## config.mk

```make
export PLATFORM = sky130hd
export DESIGN_NAME = mem_stage
export DESIGN_NICKNAME = d
export VERILOG_FILES = /design/src/rtl/mem_stage_pkg.sv /design/src/rtl/mem_stage_load_align.sv /design/src/rtl/mem_stage.sv
export SDC_FILE = /design/constraint.sdc
export NUM_CORES = 1
export LEC_CHECK = 0
export ABC_CLOCK_PERIOD_IN_PS = 6100
export CAP_MARGIN = 20
export CORE_ASPECT_RATIO = 0.9
export CORE_MARGIN = 2
export CORE_UTILIZATION = 25
export DETAILED_ROUTE_END_ITERATION = 16
export SKIP_LAST_GASP = 1
export SLEW_MARGIN = 20
export SYNTH_ARGS = -nofsm -noshare
export SYNTH_HDL_FRONTEND = slang
export SYNTH_HIERARCHICAL = 1
export SYNTH_SLANG_ARGS = --single-unit
```

## constraint.sdc

```tcl
create_clock -name clk -period 6.1 [get_ports clk]
set_input_delay 1.22 -clock clk [delete_from_list [all_inputs] [get_ports clk]]
set_output_delay 1.22 -clock clk [all_outputs]
set_load 0.03 [all_outputs]
```

## src/rtl/mem_stage_pkg.sv

```systemverilog
// Shared types, byte-enable constants and decode helpers for the load/store stage.
package mem_stage_pkg;

  typedef enum logic [3:0] {
    MEM_NONE = 4'd0,
    LB       = 4'd1,
    LH       = 4'd2,
    LW       = 4'd3,
    LBU      = 4'd4,
    LHU      = 4'd5,
    SB       = 4'd6,
    SH       = 4'd7,
    SW       = 4'd8
  } mem_op_t;

  typedef enum logic [1:0] {
    IDLE   = 2'd0,
    REQ    = 2'd1,
    WAIT_R = 2'd2
  } mem_state_t;

  localparam logic [3:0] BE_BYTE = 4'b0001;
  localparam logic [3:0] BE_HALF = 4'b0011;
  localparam logic [3:0] BE_WORD = 4'b1111;

  // Map the raw op field onto the enum; unknown encodings behave as MEM_NONE.
  function automatic mem_op_t decode_op(input logic [3:0] raw);
    case (raw)
      4'd1:    decode_op = LB;
      4'd2:    decode_op = LH;
      4'd3:    decode_op = LW;
      4'd4:    decode_op = LBU;
      4'd5:    decode_op = LHU;
      4'd6:    decode_op = SB;
      4'd7:    decode_op = SH;
      4'd8:    decode_op = SW;
      default: decode_op = MEM_NONE;
    endcase
  endfunction

  function automatic logic is_load(input mem_op_t op);
    case (op)
      LB, LH, LW, LBU, LHU: is_load = 1'b1;
      default:              is_load = 1'b0;
    endcase
  endfunction

  function automatic logic is_store(input mem_op_t op);
    case (op)
      SB, SH, SW: is_store = 1'b1;
      default:    is_store = 1'b0;
    endcase
  endfunction

  // Halfwords need an even address, words a 4-byte aligned one.
  function automatic logic is_misaligned(input mem_op_t op, input logic [1:0] off);
    case (op)
      LH, LHU, SH: is_misaligned = off[0];
      LW, SW:      is_misaligned = (off != 2'b00);
      default:     is_misaligned = 1'b0;
    endcase
  endfunction

  // Loads always read the whole word; stores enable only the lanes they write.
  function automatic logic [3:0] byte_enable(input mem_op_t op, input logic [1:0] off);
    case (op)
      SB:      byte_enable = BE_BYTE << off;
      SH:      byte_enable = BE_HALF << off;
      default: byte_enable = BE_WORD;
    endcase
  endfunction

  // Replicate the store data across every lane so the RAM picks it up via byte enables.
  function automatic logic [31:0] store_wdata(input mem_op_t op, input logic [31:0] d);
    case (op)
      SB:      store_wdata = {4{d[7:0]}};
      SH:      store_wdata = {2{d[15:0]}};
      SW:      store_wdata = d;
      default: store_wdata = 32'd0;
    endcase
  endfunction

endpackage

```

## src/rtl/mem_stage_load_align.sv

```systemverilog
// Load lane select and sign/zero extension of the returned RAM word.
module load_align
  import mem_stage_pkg::*;
(
  input  logic [31:0] rdata,
  input  logic [1:0]  off,
  input  mem_op_t     op,
  output logic [31:0] data
);

  logic [31:0] shifted;

  // Bring the addressed byte/halfword down to bit 0, then extend it.
  always_comb begin
    shifted = rdata >> {off, 3'b000};
    case (op)
      LB:      data = {{24{shifted[7]}}, shifted[7:0]};
      LBU:     data = {24'd0, shifted[7:0]};
      LH:      data = {{16{shifted[15]}}, shifted[15:0]};
      LHU:     data = {16'd0, shifted[15:0]};
      default: data = shifted;
    endcase
  end

endmodule

```

## src/rtl/mem_stage.sv

```systemverilog
// Load/store pipeline stage: one RAM access per op via req/gnt/rvalid, one
// registered result pulse to writeback per accepted op.
module mem_stage
  import mem_stage_pkg::*;
(
  input  logic        clk,
  input  logic        reset_n,
  input  logic        in_valid,
  output logic        in_ready,
  input  logic [3:0]  in_op,
  input  logic [31:0] in_addr,
  input  logic [31:0] in_store_data,
  input  logic [4:0]  in_rd_addr,
  input  logic        in_rd_we,
  output logic        mem_req,
  input  logic        mem_gnt,
  output logic        mem_we,
  output logic [3:0]  mem_be,
  output logic [31:0] mem_addr,
  output logic [31:0] mem_wdata,
  input  logic        mem_rvalid,
  input  logic [31:0] mem_rdata,
  output logic        wb_valid,
  output logic        wb_we,
  output logic [4:0]  wb_rd_addr,
  output logic [31:0] wb_data,
  output logic        misaligned
);

  mem_state_t  state_r, state_nxt;
  mem_op_t     op_r, op_nxt;
  logic [1:0]  off_r, off_nxt;
  logic        rd_we_r, rd_we_nxt;
  logic        mem_req_r, mem_req_nxt;
  logic        mem_we_r, mem_we_nxt;
  logic [3:0]  mem_be_r, mem_be_nxt;
  logic [31:0] mem_addr_r, mem_addr_nxt;
  logic [31:0] mem_wdata_r, mem_wdata_nxt;
  logic        wb_valid_r, wb_valid_nxt;
  logic        wb_we_r, wb_we_nxt;
  logic [4:0]  wb_rd_addr_r, wb_rd_addr_nxt;
  logic [31:0] wb_data_r, wb_data_nxt;
  logic        misaligned_r, misaligned_nxt;

  mem_op_t     in_op_dec;
  logic [31:0] load_data;

  assign in_op_dec = decode_op(in_op);

  load_align u_load_align (
    .rdata (mem_rdata),
    .off   (off_r),
    .op    (op_r),
    .data  (load_data)
  );

  // Next-state and next-output logic; wb_valid/wb_we/misaligned default low so results pulse.
  always_comb begin
    state_nxt      = state_r;
    op_nxt         = op_r;
    off_nxt        = off_r;
    rd_we_nxt      = rd_we_r;
    mem_req_nxt    = mem_req_r;
    mem_we_nxt     = mem_we_r;
    mem_be_nxt     = mem_be_r;
    mem_addr_nxt   = mem_addr_r;
    mem_wdata_nxt  = mem_wdata_r;
    wb_valid_nxt   = 1'b0;
    wb_we_nxt      = 1'b0;
    misaligned_nxt = 1'b0;
    wb_rd_addr_nxt = wb_rd_addr_r;
    wb_data_nxt    = wb_data_r;

    case (state_r)
      IDLE: begin
        if (in_valid) begin
          op_nxt         = in_op_dec;
          off_nxt        = in_addr[1:0];
          wb_rd_addr_nxt = in_rd_addr;
          rd_we_nxt      = in_rd_we && (in_rd_addr != 5'd0) && !is_store(in_op_dec);
          if (!is_load(in_op_dec) && !is_store(in_op_dec)) begin
            // Non-memory op: pass the ALU result straight through.
            wb_valid_nxt = 1'b1;
            wb_we_nxt    = in_rd_we && (in_rd_addr != 5'd0);
            wb_data_nxt  = in_addr;
          end else if (is_misaligned(in_op_dec, in_addr[1:0])) begin
            // Fault: report the offending address, never touch the RAM.
            wb_valid_nxt   = 1'b1;
            misaligned_nxt = 1'b1;
            wb_data_nxt    = in_addr;
          end else begin
            state_nxt     = REQ;
            mem_req_nxt   = 1'b1;
            mem_we_nxt    = is_store(in_op_dec);
            mem_be_nxt    = byte_enable(in_op_dec, in_addr[1:0]);
            mem_addr_nxt  = {in_addr[31:2], 2'b00};
            mem_wdata_nxt = store_wdata(in_op_dec, in_store_data);
          end
        end else begin
          state_nxt = IDLE;
        end
      end

      REQ: begin
        if (mem_gnt) begin
          mem_req_nxt = 1'b0;
          mem_we_nxt  = 1'b0;
          if (is_store(op_r)) begin
            wb_valid_nxt = 1'b1;
            state_nxt    = IDLE;
          end else begin
            state_nxt = WAIT_R;
          end
        end else begin
          state_nxt = REQ;
        end
      end

      WAIT_R: begin
        if (mem_rvalid) begin
          wb_valid_nxt = 1'b1;
          wb_we_nxt    = rd_we_r;
          wb_data_nxt  = load_data;
          state_nxt    = IDLE;
        end else begin
          state_nxt = WAIT_R;
        end
      end

      default: begin
        state_nxt   = IDLE;
        mem_req_nxt = 1'b0;
        mem_we_nxt  = 1'b0;
      end
    endcase
  end

  // State and output registers; reset abandons any access in flight.
  always_ff @(posedge clk or negedge reset_n) begin
    if (!reset_n) begin
      state_r      <= IDLE;
      op_r         <= MEM_NONE;
      off_r        <= 2'd0;
      rd_we_r      <= 1'b0;
      mem_req_r    <= 1'b0;
      mem_we_r     <= 1'b0;
      mem_be_r     <= 4'd0;
      mem_addr_r   <= 32'd0;
      mem_wdata_r  <= 32'd0;
      wb_valid_r   <= 1'b0;
      wb_we_r      <= 1'b0;
      wb_rd_addr_r <= 5'd0;
      wb_data_r    <= 32'd0;
      misaligned_r <= 1'b0;
    end else begin
      state_r      <= state_nxt;
      op_r         <= op_nxt;
      off_r        <= off_nxt;
      rd_we_r      <= rd_we_nxt;
      mem_req_r    <= mem_req_nxt;
      mem_we_r     <= mem_we_nxt;
      mem_be_r     <= mem_be_nxt;
      mem_addr_r   <= mem_addr_nxt;
      mem_wdata_r  <= mem_wdata_nxt;
      wb_valid_r   <= wb_valid_nxt;
      wb_we_r      <= wb_we_nxt;
      wb_rd_addr_r <= wb_rd_addr_nxt;
      wb_data_r    <= wb_data_nxt;
      misaligned_r <= misaligned_nxt;
    end
  end

  assign in_ready   = (state_r == IDLE);
  assign mem_req    = mem_req_r;
  assign mem_we     = mem_we_r;
  assign mem_be     = mem_be_r;
  assign mem_addr   = mem_addr_r;
  assign mem_wdata  = mem_wdata_r;
  assign wb_valid   = wb_valid_r;
  assign wb_we      = wb_we_r;
  assign wb_rd_addr = wb_rd_addr_r;
  assign wb_data    = wb_data_r;
  assign misaligned = misaligned_r;

endmodule

```

==> flow_summary.yaml <==
grt:
  grt_max_degree: 86
  antenna_found_initial: 1
  grt_overflow: 0
  gr-usage-all-layers_pct: 15.3
  grt_pass1_vias: 4977
  grt_pass1_wl_um: 29900
setup_path:
  cp_data_required_time_ps: 6400
  crit_fanout: 85
  startpoint_type: "input port"
  crit_arrival_ps: 4470
  end_kind: "flop"
  cp_slowest_cell: "clkdlybuf4s50_1"
  critPathBufInv: 2
  reg2reg_depth: 5
  cp.depth: 6
  path_cells: "clkdlybuf4s50_1, nand2_1, o2bb2ai_2, o21ai_4, buf_4, mux2_2"
  cp_slowest_stage_delay_ps: 1010
  cpLargestDelayFamily: "buffers and inverters"
  path_class: "in2reg"
layout:
  final_core_util_pct: 38.0
  final_nets: 864
  area_growth_pct: 50.0
  drive_gt1_share_pct: 18.0
power:
  ir_drop_uv: 200
  power_per_cell_area_mw_per_mm2: 461
  p_leak_nw: 3.76
outcome:
  status: "completed"
placed_design:
  hpwl_um: 14200
  io_buffer_count: 219
  gp_congestion: 0.839
timing:
  setup_viol: 0
  fin_skew_ps: 7.24
  max_slew_margin_pct: 29.2
  rsz0062_at_grt: "false"
  fin_crit_sh_pct: 68.5
  fmaxAchievable_mhz: 239
  tns_ps: 0
  tightest_slew_ps: 1060
  period_minus_slack_ps: 4180
  finalHoldViolations: 0
  report.final.slew_viol_count: 0
route:
  drtIter0Drc: 300
  drt-total-wl_um: 19600
  ant_nets: 0
  firstDrtPassIters: 4
  wl_per_cell_um: 18.3
  num_vias: 4979
  vias_per_cell: 4.63
  drc: 0
yosys:
  ys_async_sr_fraction_pct: 100
  synth_top_family_by_area: "multiplexers"
  syn-cell-area_mm2: 0.00613
  ys_warn_count: 6
  synth_edf_count: 0
  synth.largest_area_cell: "dfrtp_1"
  yosys_most_used_dff: "dfrtp_1"
  seq_area_frac_synth_pct: 47.8
  synth-compound-area-share_pct: 14.6
  ys_types: 49
  synthXorXnorAreaFrac_pct: 0.286
  synth_common_cells: "117 x dfrtp_1, 76 x nand2_1, 60 x mux2_2"
  muxShareOfSynthArea_pct: 23.3
  synth.most_common_cell: "dfrtp_1"
  synth_top_cell_area_share_pct: 47.8
  ys_top_cells_by_area: "dfrtp_1 48%, mux2_2 11%, mux2_4 7.1%"
  synth_simple_gate_area_share_pct: 9.41
  synth_fa_ha_area_share_pct: 0
  synth_area_per_cell_um2: 11.0
  ys_seq_elements: 117
  syn_inst: 557
floorplan:
  io_pins: 222
  start_util_pct: 25.3
  die_area_mm2: 0.0258
  fp.dieW_um: 169
  die_h_um: 153
  fp-row-count: 54
  core_area_mm2: 0.0242
cts:
  cts_made_buffers: 17
  cts_root_buffer: "clkbuf_16"
  clock_latency_ps: 420
  clockBufferDepth: 2
  htree_levels: 4
  post_cts_buffers: 0
  clkSinkCount: 117
  cts_tree: "done"
  path_clk_slew_ps: 60
  cts_resized: 0
  ctsHoldBuffers: 0
min_path:
  min_path_cells: 1
  hold_path_class: "reg2reg"
job:
  max-cap-violations: 0
[cell families (layout without fill, tap and decap cells)]
| logic type | after synthesis | in the layout |
|---|---|---|
| simple gates | 127 | 127 |
| other cells | 1 | 3 |
| xor+xnor | 2 | 2 |
| buf+inv | 53 | 261 |
| compound gates | 138 | 138 |
| mux | 119 | 119 |
| flops | 117 | 117 |
[layer usage]
metal	GRT usage (%)	routed length [um]
met1	21.0	9420
met4	6.92	656
met3	3.61	905
met5	0	0
met2	22.8	8660
[area by class of cell]
type | count | area, um^2
multi-input cells | 388 | 2940
flip-flops and latches | 117 | 2930
well taps | 308 | 385
inverters | 5 | 18.8
diodes | 1 | 2.50
fillers | 2394 | 15000
clock buffers | 20 | 467
repair buffers | 224 | 2230
clock inverters | 12 | 224
[registers in the layout, indices dropped and copies added, names as in the netlist]
name        flops
mem_be          4
wb_rd_addr      5
op_r            4
wb_data        32
wb_valid        1
mem_we          1
mem_wdata      32
state_r         2
mem_req         1
rd_we_r         1
misaligned      1
off_r           2
wb_we           1
mem_addr       30
[layout by cell type (no fill, tap or decap), types with 12 or more instances in the layout]
cell,Yosys,routed
mux2_2,60,60
clkdlybuf4s50_1,0,218
dfrtp_1,117,117
a21oi_1,27,27
nor2_1,19,19
mux2i_1,24,24
o21ai_0,49,49
mux2_4,29,29
nand2_1,76,76
nor2b_1,13,12
clkbuf_16,0,17
[power by group]
group | leakage (nW) | switching (W) | total [W] | internal [W]
sequential | 1.45 | 0.000168 | 0.00120 | 0.00103
combinational | 1.98 | 0.00100 | 0.00186 | 0.000852
clock | 0.324 | 0.000383 | 0.00118 | 0.000799
total | 3.76 | 0.00155 | 0.00424 | 0.00269
[final timing paths]
check / slack, ps / endpoint / start
worst max-delay path: 1920 / mem_addr[23] / in_op[0]
worst min-delay path: 470 / mem_be[3] / mem_be[3]
worst max register to register: 3210 / wb_data[23] / off_r[1]
worst min register to register: 470 / mem_be[3] / mem_be[3]
max in group asynchronous: 3980 / wb_data[10] / reset_n
min in group asynchronous: 940 / mem_wdata[27] / reset_n
[metrics by stage]
stage / setup slack (ps) / hold slack (ps) / area, um^2 / power [W] / std cells
2_1_floorplan: 3180 / 440 / 6130 / 0.00231 / 558
3_3_place_gp: 1540 / 458 / 8500 / 0.00306 / 1042
3_5_place_dp: 1500 / 465 / 8500 / 0.00307 / 1042
4_1_cts: 1930 / 478 / 9190 / 0.00427 / 1074
5_1_grt: 1690 / 503 / 9190 / 0.00444 / 1074
6_report: 1920 / 474 / 9200 / 0.00424 / 1075
No activity file was read; power rests on OpenSTA's default activity.
